File: config.mk
export PLATFORM = sky130hd
export DESIGN_NAME = seg7_scan_driver
export DESIGN_NICKNAME = d
export VERILOG_FILES = /design/src/rtl/seg7_pkg.sv /design/src/rtl/hex7seg_decode.sv /design/src/rtl/seg7_scan_driver.sv
export SDC_FILE = /design/constraint.sdc
export NUM_CORES = 1
export LEC_CHECK = 0
export CAP_MARGIN = 20
export CORE_MARGIN = 4
export CORE_UTILIZATION = 45
export DETAILED_ROUTE_END_ITERATION = 12
export PLACE_DENSITY_LB_ADDON = 0.2
export SLEW_MARGIN = 30
export SYNTH_ARGS = -nofsm -noshare
export SYNTH_HDL_FRONTEND = slang
export SYNTH_SLANG_ARGS = --single-unit
File: constraint.sdc
create_clock -name clk -period 6.6 [get_ports clk]
set_clock_uncertainty 0.15 [all_clocks]
set_input_delay 0.99 -clock clk [delete_from_list [all_inputs] [get_ports clk]]
set_output_delay 0.99 -clock clk [all_outputs]
set_load 0.02 [all_outputs]
File: src/rtl/seg7_pkg.sv
// Shared definitions for the scanned seven-segment display driver.
// Latency: n/a (constants, types and a pure function only).
// Backpressure: n/a.
package seg7_pkg;

    // Segment bit positions within the 7-bit segment bus {g,f,e,d,c,b,a}.
    localparam int SEG_A = 0;
    localparam int SEG_B = 1;
    localparam int SEG_C = 2;
    localparam int SEG_D = 3;
    localparam int SEG_E = 4;
    localparam int SEG_F = 5;
    localparam int SEG_G = 6;

    // Active-high segment patterns for hex digits 0..F. Index 0 is the first entry.
    localparam logic [6:0] HEX_SEG [16] = '{
        7'h3F, 7'h06, 7'h5B, 7'h4F, 7'h66, 7'h6D, 7'h7D, 7'h07,
        7'h7F, 7'h6F, 7'h77, 7'h7C, 7'h39, 7'h5E, 7'h79, 7'h71
    };

    // One display position: decimal point plus hex nibble.
    typedef struct packed {
        logic       dp;
        logic [3:0] hex;
    } digit_t;

    // Level an output sits at when it is switched off.
    function automatic logic inactive_level(input bit active_low);
        return active_low;
    endfunction

endpackage

File: src/rtl/hex7seg_decode.sv
// Combinational hex nibble to active-high seven-segment pattern.
// Latency: 0 cycles (pure combinational).
// Backpressure: none.
// Ports: hex - 4-bit digit value; seg - {g,f,e,d,c,b,a}, 1 = segment lit.
module hex7seg_decode
    import seg7_pkg::*;
(
    input  logic [3:0] hex,
    output logic [6:0] seg
);

    assign seg = HEX_SEG[hex];

endmodule

File: src/rtl/seg7_scan_driver.sv
// Time-multiplexed N-digit seven-segment driver with guard blanking and leading-zero suppression.
// Latency: outputs registered, one cycle behind the scan counters; a write shows after the next edge.
// Backpressure: none; writes always accepted, ena=0 freezes the scan and blanks the outputs.
// Ports: clk/rst_n (async active-low), ena scan enable, lzs zero suppression,
//        wr_en/wr_addr/wr_data digit write {dp,hex}, seg/dp/dig_sel display lines,
//        frame_tick one-cycle pulse after each completed frame.
module seg7_scan_driver
    import seg7_pkg::*;
#(
    parameter  int DIGITS     = 4,
    parameter  int CLK_DIV    = 1000,
    parameter  int GUARD      = 2,
    parameter  int ACTIVE_LOW = 0,
    localparam int AW         = (DIGITS > 1) ? $clog2(DIGITS) : 1
) (
    input  logic              clk,
    input  logic              rst_n,
    input  logic              ena,
    input  logic              lzs,
    input  logic              wr_en,
    input  logic [AW-1:0]     wr_addr,
    input  logic [4:0]        wr_data,
    output logic [6:0]        seg,
    output logic              dp,
    output logic [DIGITS-1:0] dig_sel,
    output logic              frame_tick
);

    localparam int   PW  = $clog2(CLK_DIV);
    localparam logic INV = inactive_level(ACTIVE_LOW != 0);

    logic [PW-1:0]     pre;
    logic [AW-1:0]     idx;
    digit_t            regs [DIGITS];

    logic              pre_last;
    logic              idx_last;
    logic              active;
    logic              suppress;
    logic              wr_ok;
    digit_t            cur;
    logic [6:0]        seg_dec;
    logic [DIGITS-1:0] keep;
    logic [6:0]        seg_n;
    logic              dp_n;
    logic [DIGITS-1:0] sel_n;

    assign pre_last = (pre == PW'(CLK_DIV - 1));
    assign idx_last = (idx == AW'(DIGITS - 1));
    assign active   = ena && (pre >= PW'(GUARD));
    // Widen by one bit so DIGITS equal to 2**AW still compares correctly.
    assign wr_ok    = wr_en && ({1'b0, wr_addr} < (AW + 1)'(DIGITS));
    assign cur      = regs[idx];

    hex7seg_decode u_decode (
        .hex (cur.hex),
        .seg (seg_dec)
    );

    // keep[i] is set when any digit at or above i is non-zero (prefix-OR from the MSB down).
    always_comb begin
        logic acc;
        acc  = 1'b0;
        keep = '0;
        for (int i = DIGITS - 1; i >= 0; i--) begin
            acc     = acc | (regs[i].hex != 4'd0);
            keep[i] = acc;
        end
    end

    assign suppress = lzs && (idx != '0) && !keep[idx];

    always_comb begin
        seg_n = '0;
        dp_n  = 1'b0;
        sel_n = '0;
        if (active) begin
            sel_n = DIGITS'(1) << idx;
            dp_n  = cur.dp;
            if (!suppress) begin
                seg_n = seg_dec;
            end
        end
    end

    // Scan counters.
    always_ff @(posedge clk or negedge rst_n) begin
        if (!rst_n) begin
            pre <= '0;
            idx <= '0;
        end else if (ena) begin
            if (pre_last) begin
                pre <= '0;
                idx <= idx_last ? '0 : idx + 1'b1;
            end else begin
                pre <= pre + 1'b1;
            end
        end
    end

    // Digit register file; writes are independent of the scan enable.
    always_ff @(posedge clk or negedge rst_n) begin
        if (!rst_n) begin
            for (int i = 0; i < DIGITS; i++) begin
                regs[i] <= '0;
            end
        end else if (wr_ok) begin
            regs[wr_addr] <= wr_data;
        end
    end

    // Output registers; polarity applied last so blanking lands on the inactive level.
    always_ff @(posedge clk or negedge rst_n) begin
        if (!rst_n) begin
            seg        <= {7{INV}};
            dp         <= INV;
            dig_sel    <= {DIGITS{INV}};
            frame_tick <= 1'b0;
        end else begin
            seg        <= seg_n ^ {7{INV}};
            dp         <= dp_n ^ INV;
            dig_sel    <= sel_n ^ {DIGITS{INV}};
            frame_tick <= ena && pre_last && idx_last;
        end
    end

endmodule

==> results of run 1 <==
==> registers in the layout, summed over array words and instances (netlist names) <==
signal      count
pre            10
dp              1
idx             2
regs           20
seg             7
frame_tick      1
dig_sel         4
==> cells by family after synthesis <==
family | count (synthesis)
flip-flops | 45
buffers and inverters | 15
XOR/XNOR | 6
adder cells (fa/ha/maj) | 12
AO/OA/AOI/OAI | 18
AND/OR/NAND/NOR | 62
multiplexers | 32
==> path summary, 6_finish.rpt <==
kind	slack (ps)	from	cells past startpoint	endpoint
max	4100	ena	5	pre[7]
min	340	regs[19]	1	regs[19]
max reg2reg	4190	idx[0]	6	seg[6]
min reg2reg	340	regs[19]	1	regs[19]
max in group asynchronous	5410	rst_n	1	regs[0]
min in group asynchronous	530	rst_n	1	seg[4]
==> area by class of cell <==
class                      count  area share [%]
timing repair buffer          24           8.809
clock inverter                 1          0.2782
tap                           67           3.106
multi-input combinational    130           41.77
sequential                    45           41.72
inverter                       9           1.252
clock buffer                   6           3.060
==> report_power, final <==
part / switching (mW) / internal (mW)
logic: 0.108 / 0.108
registers: 0.0503 / 0.331
clock network: 0.0864 / 0.0827
total: 0.245 / 0.521
==> Yosys cell counts, drive strengths merged <==
cell | number | area share [%]
a22o | 1 | 0.38
mux2i | 5 | 2.2
or2 | 1 | 0.27
nor4 | 9 | 2.7
buf | 4 | 1.4
dfrtp | 45 | 48
nor3 | 1 | 0.21
nand2b | 2 | 0.54
and4 | 3 | 1.1
nand4 | 4 | 1.1
a21oi | 4 | 0.86
a211oi | 2 | 0.86
and3 | 12 | 3.4
clkbuf | 2 | 0.32
xor2 | 4 | 1.5
xnor2 | 2 | 0.75
nand2 | 7 | 1.2
a2111oi | 3 | 1.7
mux2 | 21 | 10
mux4 | 6 | 6.0
nor3b | 1 | 0.32
nor2 | 12 | 1.9
nand3b | 3 | 0.97
ha | 12 | 6.5
o2bb2ai | 2 | 0.75
inv | 9 | 1.5
o21ai | 6 | 1.3
nor2b | 5 | 1.3
nand3 | 2 | 0.43
==> worst max-delay path, cell delays in order <==
cell	delay [ps]
sky130_fd_sc_hd__clkdlybuf4s50_1	730
sky130_fd_sc_hd__and3_1	310
sky130_fd_sc_hd__and3_1	210
sky130_fd_sc_hd__o21ai_1	70
sky130_fd_sc_hd__a22o_1	230
==> metal layers <==
metal	vias to the layer above	track usage, %
li1	733	-
met1	785	20.58
met2	42	25.17
met3	7	4.402
met4	0	6.757
met5	-	0
==> run summary, run 1 <==
result of the run = finished clean
Post-Place Worst Slack = 3808 ps
fraction of layout instances using a drive strength above 1 = 9.302%
Achievable Freq = 399.9 MHz
sequential element share of the synthesized area = 48.39%
CP startpoint kind = input port
number of DRC violations after detailed routing = 0
Placed Area = 2606 µm²
PD cells = 283.7 nW/µm²
instance count after placement with tap cells included = 275
post-cts hold buffer count = 0
via density per instance = 5.557
DR iter-0 viols = 87
Max Root-Sink Buffers = 2
ANT cells = 0
flop and latch count out of synthesis = 45
Max-Slew Margin vs Limit = 54.05%
final global-route overflow total = 0
number of setup buffers added after CTS = 0
I/O pin total = 25
class of the most critical setup path = input port to flop
total power consumption of the routed design = 0.7657 mW
Hold Fails Final Rpt = 0
non-filler instance count after layout = 282
combined flip-flop and latch cell area = 1126 µm²
routed length per instance = 15.94 µm
Die Width = 79.92 µm
largest family of logic cells by synthesized area = multiplexers
DR vias = 1567
Cell Rows = 25
clock period minus worst slack = 2501 ps
number of antenna-violating nets in the routed design = 0
endpoints failing setup = 0
standard cell core area = 4880 µm²
highest metal layer with signal wires = met4
area growth from synthesis to final layout = 15.97%
accumulated negative setup slack = 0 ps
total half-perimeter wirelength after legalization and detailed placement = 3381 µm
slew at the pin closest to its max-slew limit = 687.7 ps
final estimated routing congestion in global placement = 0.8240
top library cells by usage in the layout, fill and taps aside = 45 x sky130_fd_sc_hd__dfrtp_1, 23 x sky130_fd_sc_hd__clkdlybuf4s50_1, 20 x sky130_fd_sc_hd__mux2_1
crit path capture type = flop
core utilization of the finished layout = 55.31%
H-tree depth reported by CTS = 2
clock tree root driver cell = sky130_fd_sc_hd__clkbuf_8
xor-xnor portion of the synthesized cell area = 2.258%
Setup WS post-layout = 4099 ps
maximum fanout along the worst path = 15
Compound-Gate Fraction of Synth Area = 5.860%
cells after synthesis = 190
starting density of the core = 47.69%
Synth cell types = 38
area used by multi-input combinational logic = 1127 µm²
die boundary height = 79.92 µm
adder-cell share of the synthesized area = 6.452%
final wirelength = 4495 µm
met2 layer wire length in the routed design = 2211 µm
met3 wire length = 199 µm
number of nets in the synthesized netlist = 214
GRT Util Overall = 15.97%
Final Max Tran Viols = 0
detailed-routing iteration count for the pre-antenna-repair pass = 4
Hold WC Path Type = flop to flop
post-route standard cell area excluding fillers = 2699 µm²
IR drop worst, VDD = 111.0 µV
filler cell count in the final layout = 439
Synth Area in Simple Gates = 15.59%
initial antenna violation count = 0
count of instances resized after the clock tree is built = 0
most frequent standard cell in the layout excluding fill and tap cells = sky130_fd_sc_hd__dfrtp_1
final critical-path share of the clock period = 37.89%
Num Clock Sinks = 45
clock edge transition at the registers on the reported setup and hold paths = 80 ps
CTS Buf Count = 5
required time reported for the critical path endpoint = 6640 ps
CTS tree = done
# nets final = 239
clock latency reported for the late side of the worst-skew pair = 290 ps
standby leakage power = 1.203 nW
number of violations of the max-capacitance limit = 0
wire length on met1 = 2002 µm
unrepaired setup endpoints after global routing = no
global-route wire length before repair = 7872 µm
via count of the first global-routing pass = 1646
proportion of synthesized area in mux cells = 18.28%
DIE AREA = 6386 µm²
port bufs = 24
number of warnings issued by yosys = 0
average cell area after synthesis = 12.25 µm²
synthesized area = 2327 µm²
data arrival time at the worst-slack endpoint = 2540 ps
worst slack on hold paths = 344.2 ps
pin count of the biggest net entering global routing = 46
Power figures use the tool's default switching activity.
==> run 2, diff against run 1 <==
==> constraint.sdc (replaced) <==
create_clock -name clk -period 2.1 [get_ports clk]
set_clock_uncertainty 0.15 [all_clocks]
set_input_delay 0.315 -clock clk [delete_from_list [all_inputs] [get_ports clk]]
set_output_delay 0.315 -clock clk [all_outputs]
set_load 0.02 [all_outputs]
==> run summary, run 2 (synthesized netlist as in run 1, its figures left out) <==
result of the run = finished clean (unchanged)
instance count after placement with tap cells included = 288 (was 275)
Final Max Tran Viols = 0 (unchanged)
standby leakage power = 1.331 nW (was 1.203 nW)
final critical-path share of the clock period = 97.24%
port bufs = 24 (unchanged)
biggest regs = regs x20, pre x10, seg x7 (unchanged)
DR vias = 1699 (was 1567)
GRT Util Overall = 15.90% (was 15.97%)
number of antenna-violating nets in the routed design = 0 (unchanged)
clock tree root driver cell = sky130_fd_sc_hd__clkbuf_8 (unchanged)
data arrival time at the worst-slack endpoint = 2060 ps (was 2540 ps)
total half-perimeter wirelength after legalization and detailed placement = 3445 µm (was 3381 µm)
via density per instance = 5.589 (was 5.557)
via count of the first global-routing pass = 1656 (was 1646)
worst slack on hold paths = 346.5 ps (was 344.2 ps)
clock latency reported for the late side of the worst-skew pair = 300 ps (was 290 ps)
maximum fanout along the worst path = 5 (was 15)
startpoint of the worst hold path = regs[9] (was regs[19])
Max-Slew Margin vs Limit = 63.81% (was 54.05%)
core utilization of the finished layout = 60.21% (was 55.31%)
fraction of layout instances using a drive strength above 1 = 20.25% (was 9.302%)
Achievable Freq = 489.7 MHz
clock edge transition at the registers on the reported setup and hold paths = 80 ps (about the same)
Placed Area = 2704 µm² (was 2606 µm²)
ANT cells = 0 (unchanged)
Hold WC Path Type = flop to flop (unchanged)
routed length per instance = 16.04 µm (was 15.94 µm)
number of violations of the max-capacitance limit = 0 (unchanged)
global-route wire length before repair = 7900 µm (was 7872 µm)
class of the most critical setup path = flop to flop (was input port to flop)
Setup crit start = idx[0] (was ena)
CTS tree = done (unchanged)
final global-route overflow total = 0 (unchanged)
number of flip-flops in the largest register = 20 (unchanged)
Max Root-Sink Buffers = 2 (unchanged)
top library cells by usage in the layout, fill and taps aside = 43 x sky130_fd_sc_hd__dfrtp_1, 23 x sky130_fd_sc_hd__clkdlybuf4s50_1, 20 x sky130_fd_sc_hd__mux2_1 (was 45 x sky130_fd_sc_hd__dfrtp_1, 23 x sky130_fd_sc_hd__clkdlybuf4s50_1, 20 x sky130_fd_sc_hd__mux2_1)
clock period minus worst slack = 2042 ps
pin count of the biggest net entering global routing = 46 (unchanged)
startpoint of the most critical register-to-register path = idx[0] (unchanged)
standard cell core area = 4880 µm² (unchanged)
# nets final = 260 (was 239)
crit path capture type = flop (unchanged)
detailed-routing iteration count for the pre-antenna-repair pass = 4 (unchanged)
final wirelength = 4877 µm (was 4495 µm)
Cell Rows = 25 (unchanged)
Num Clock Sinks = 45 (unchanged)
Die Width = 79.92 µm (unchanged)
Hold Fails Final Rpt = 0 (unchanged)
unrepaired setup endpoints after global routing = yes (was no)
final estimated routing congestion in global placement = 0.8887 (was 0.8240)
required time reported for the critical path endpoint = 2120 ps (was 6640 ps)
endpoints failing setup = 0 (unchanged)
CTS Buf Count = 5 (unchanged)
CP startpoint kind = flop (was input port)
IR drop worst, VDD = 629.8 µV (was 111.0 µV)
DIE AREA = 6386 µm² (unchanged)
I/O pin total = 25 (unchanged)
initial antenna violation count = 0 (unchanged)
number of DRC violations after detailed routing = 0 (unchanged)
slew at the pin closest to its max-slew limit = 542.8 ps (was 687.7 ps)
starting density of the core = 47.69% (unchanged)
post-route standard cell area excluding fillers = 2938 µm² (was 2699 µm²)
non-filler instance count after layout = 304 (was 282)
DR iter-0 viols = 161 (was 87)
area used by multi-input combinational logic = 1166 µm² (was 1127 µm²)
area growth from synthesis to final layout = 26.24% (was 15.97%)
filler cell count in the final layout = 396 (was 439)
H-tree depth reported by CTS = 2 (unchanged)
register with the most flip-flops = regs (unchanged)
die boundary height = 79.92 µm (unchanged)
PD cells = 927.4 nW/µm² (was 283.7 nW/µm²)
combined flip-flop and latch cell area = 1129 µm² (was 1126 µm²)
most frequent standard cell in the layout excluding fill and tap cells = sky130_fd_sc_hd__dfrtp_1 (unchanged)
[run 2: changes by cell type in the layout (fill, tap and decap cells not counted), moves of 2 or more]
| cell | before | now |
|---|---|---|
| sky130_fd_sc_hd__buf_4 | 1 | 18 |
| sky130_fd_sc_hd__bufinv_16 | 0 | 2 |
| sky130_fd_sc_hd__dfrtp_1 | 45 | 43 |
| sky130_fd_sc_hd__dfrtp_2 | 0 | 2 |
| sky130_fd_sc_hd__ha_1 | 12 | 9 |
| sky130_fd_sc_hd__ha_2 | 0 | 3 |
| sky130_fd_sc_hd__inv_1 | 9 | 7 |
| sky130_fd_sc_hd__inv_2 | 0 | 2 |
[run 2: worst paths after layout]
check / endpoint / slack, ps / depth (start not counted)
min in group asynchronous: pre[7] / 480 / 3
hold reg to reg: regs[9] / 350 / 1
hold / removal: regs[9] / 350 / 1
max in group asynchronous: idx[0] / 920 / 3
setup reg to reg: seg[0] / 60 / 6
setup / recovery: seg[0] / 60 / 6
[run 2: layout make-up]
type | count | area share (%)
multi-input cells | 131 | 39.69
flip-flops and latches | 45 | 38.42
repair buffers | 44 | 13.33
well taps | 67 | 2.853
clock buffers | 5 | 2.342
clock inverters | 3 | 2.215
inverters | 9 | 1.150
[run 2: report_power, final]
part           switching [mW]  internal (mW)
Clock                   0.291          0.472
Sequential              0.167           1.04
Combinational           0.362          0.393
Total                   0.821           1.90
[run 2: metal layers]
layer / wire, µm / GRT usage (%)
met1: 2148 / 21.27
met2: 2362 / 25.91
met3: 321 / 3.612
met4: 45 / 4.392
met5: 0 / 0
[run 2: metrics by stage]
| stage | TNS (ps) | power [mW] | setup WS, ps |
|---|---|---|---|
| after floorplan | 0 | 1.635 | 8.061 |
| after global placement | 0 | 1.873 | 49.71 |
| after detailed placement | -54.29 | 1.909 | -54.29 |
| after CTS | 0 | 2.681 | 37.73 |
| after global routing | -71.85 | 2.874 | -29.64 |
| final | 0 | 2.725 | 57.86 |
[run 2: timing repair]
action	4_1_cts	5_1_grt
buffers inserted	1	5
hold endpoints to repair	45	0
gates resized for setup	2	6
hold buffers	1	0
pin swaps	1	4
gates cloned	0	1
setup endpoints to repair	3	7
[run 2: critical path, cell delays in order (launching register included)]
cell and delay, ps:
sky130_fd_sc_hd__dfrtp_2 420, sky130_fd_sc_hd__buf_4 140, sky130_fd_sc_hd__buf_4 130, sky130_fd_sc_hd__mux4_1 660, sky130_fd_sc_hd__buf_4 190, sky130_fd_sc_hd__o2bb2ai_1 180
sky130_fd_sc_hd__nor4_2 50
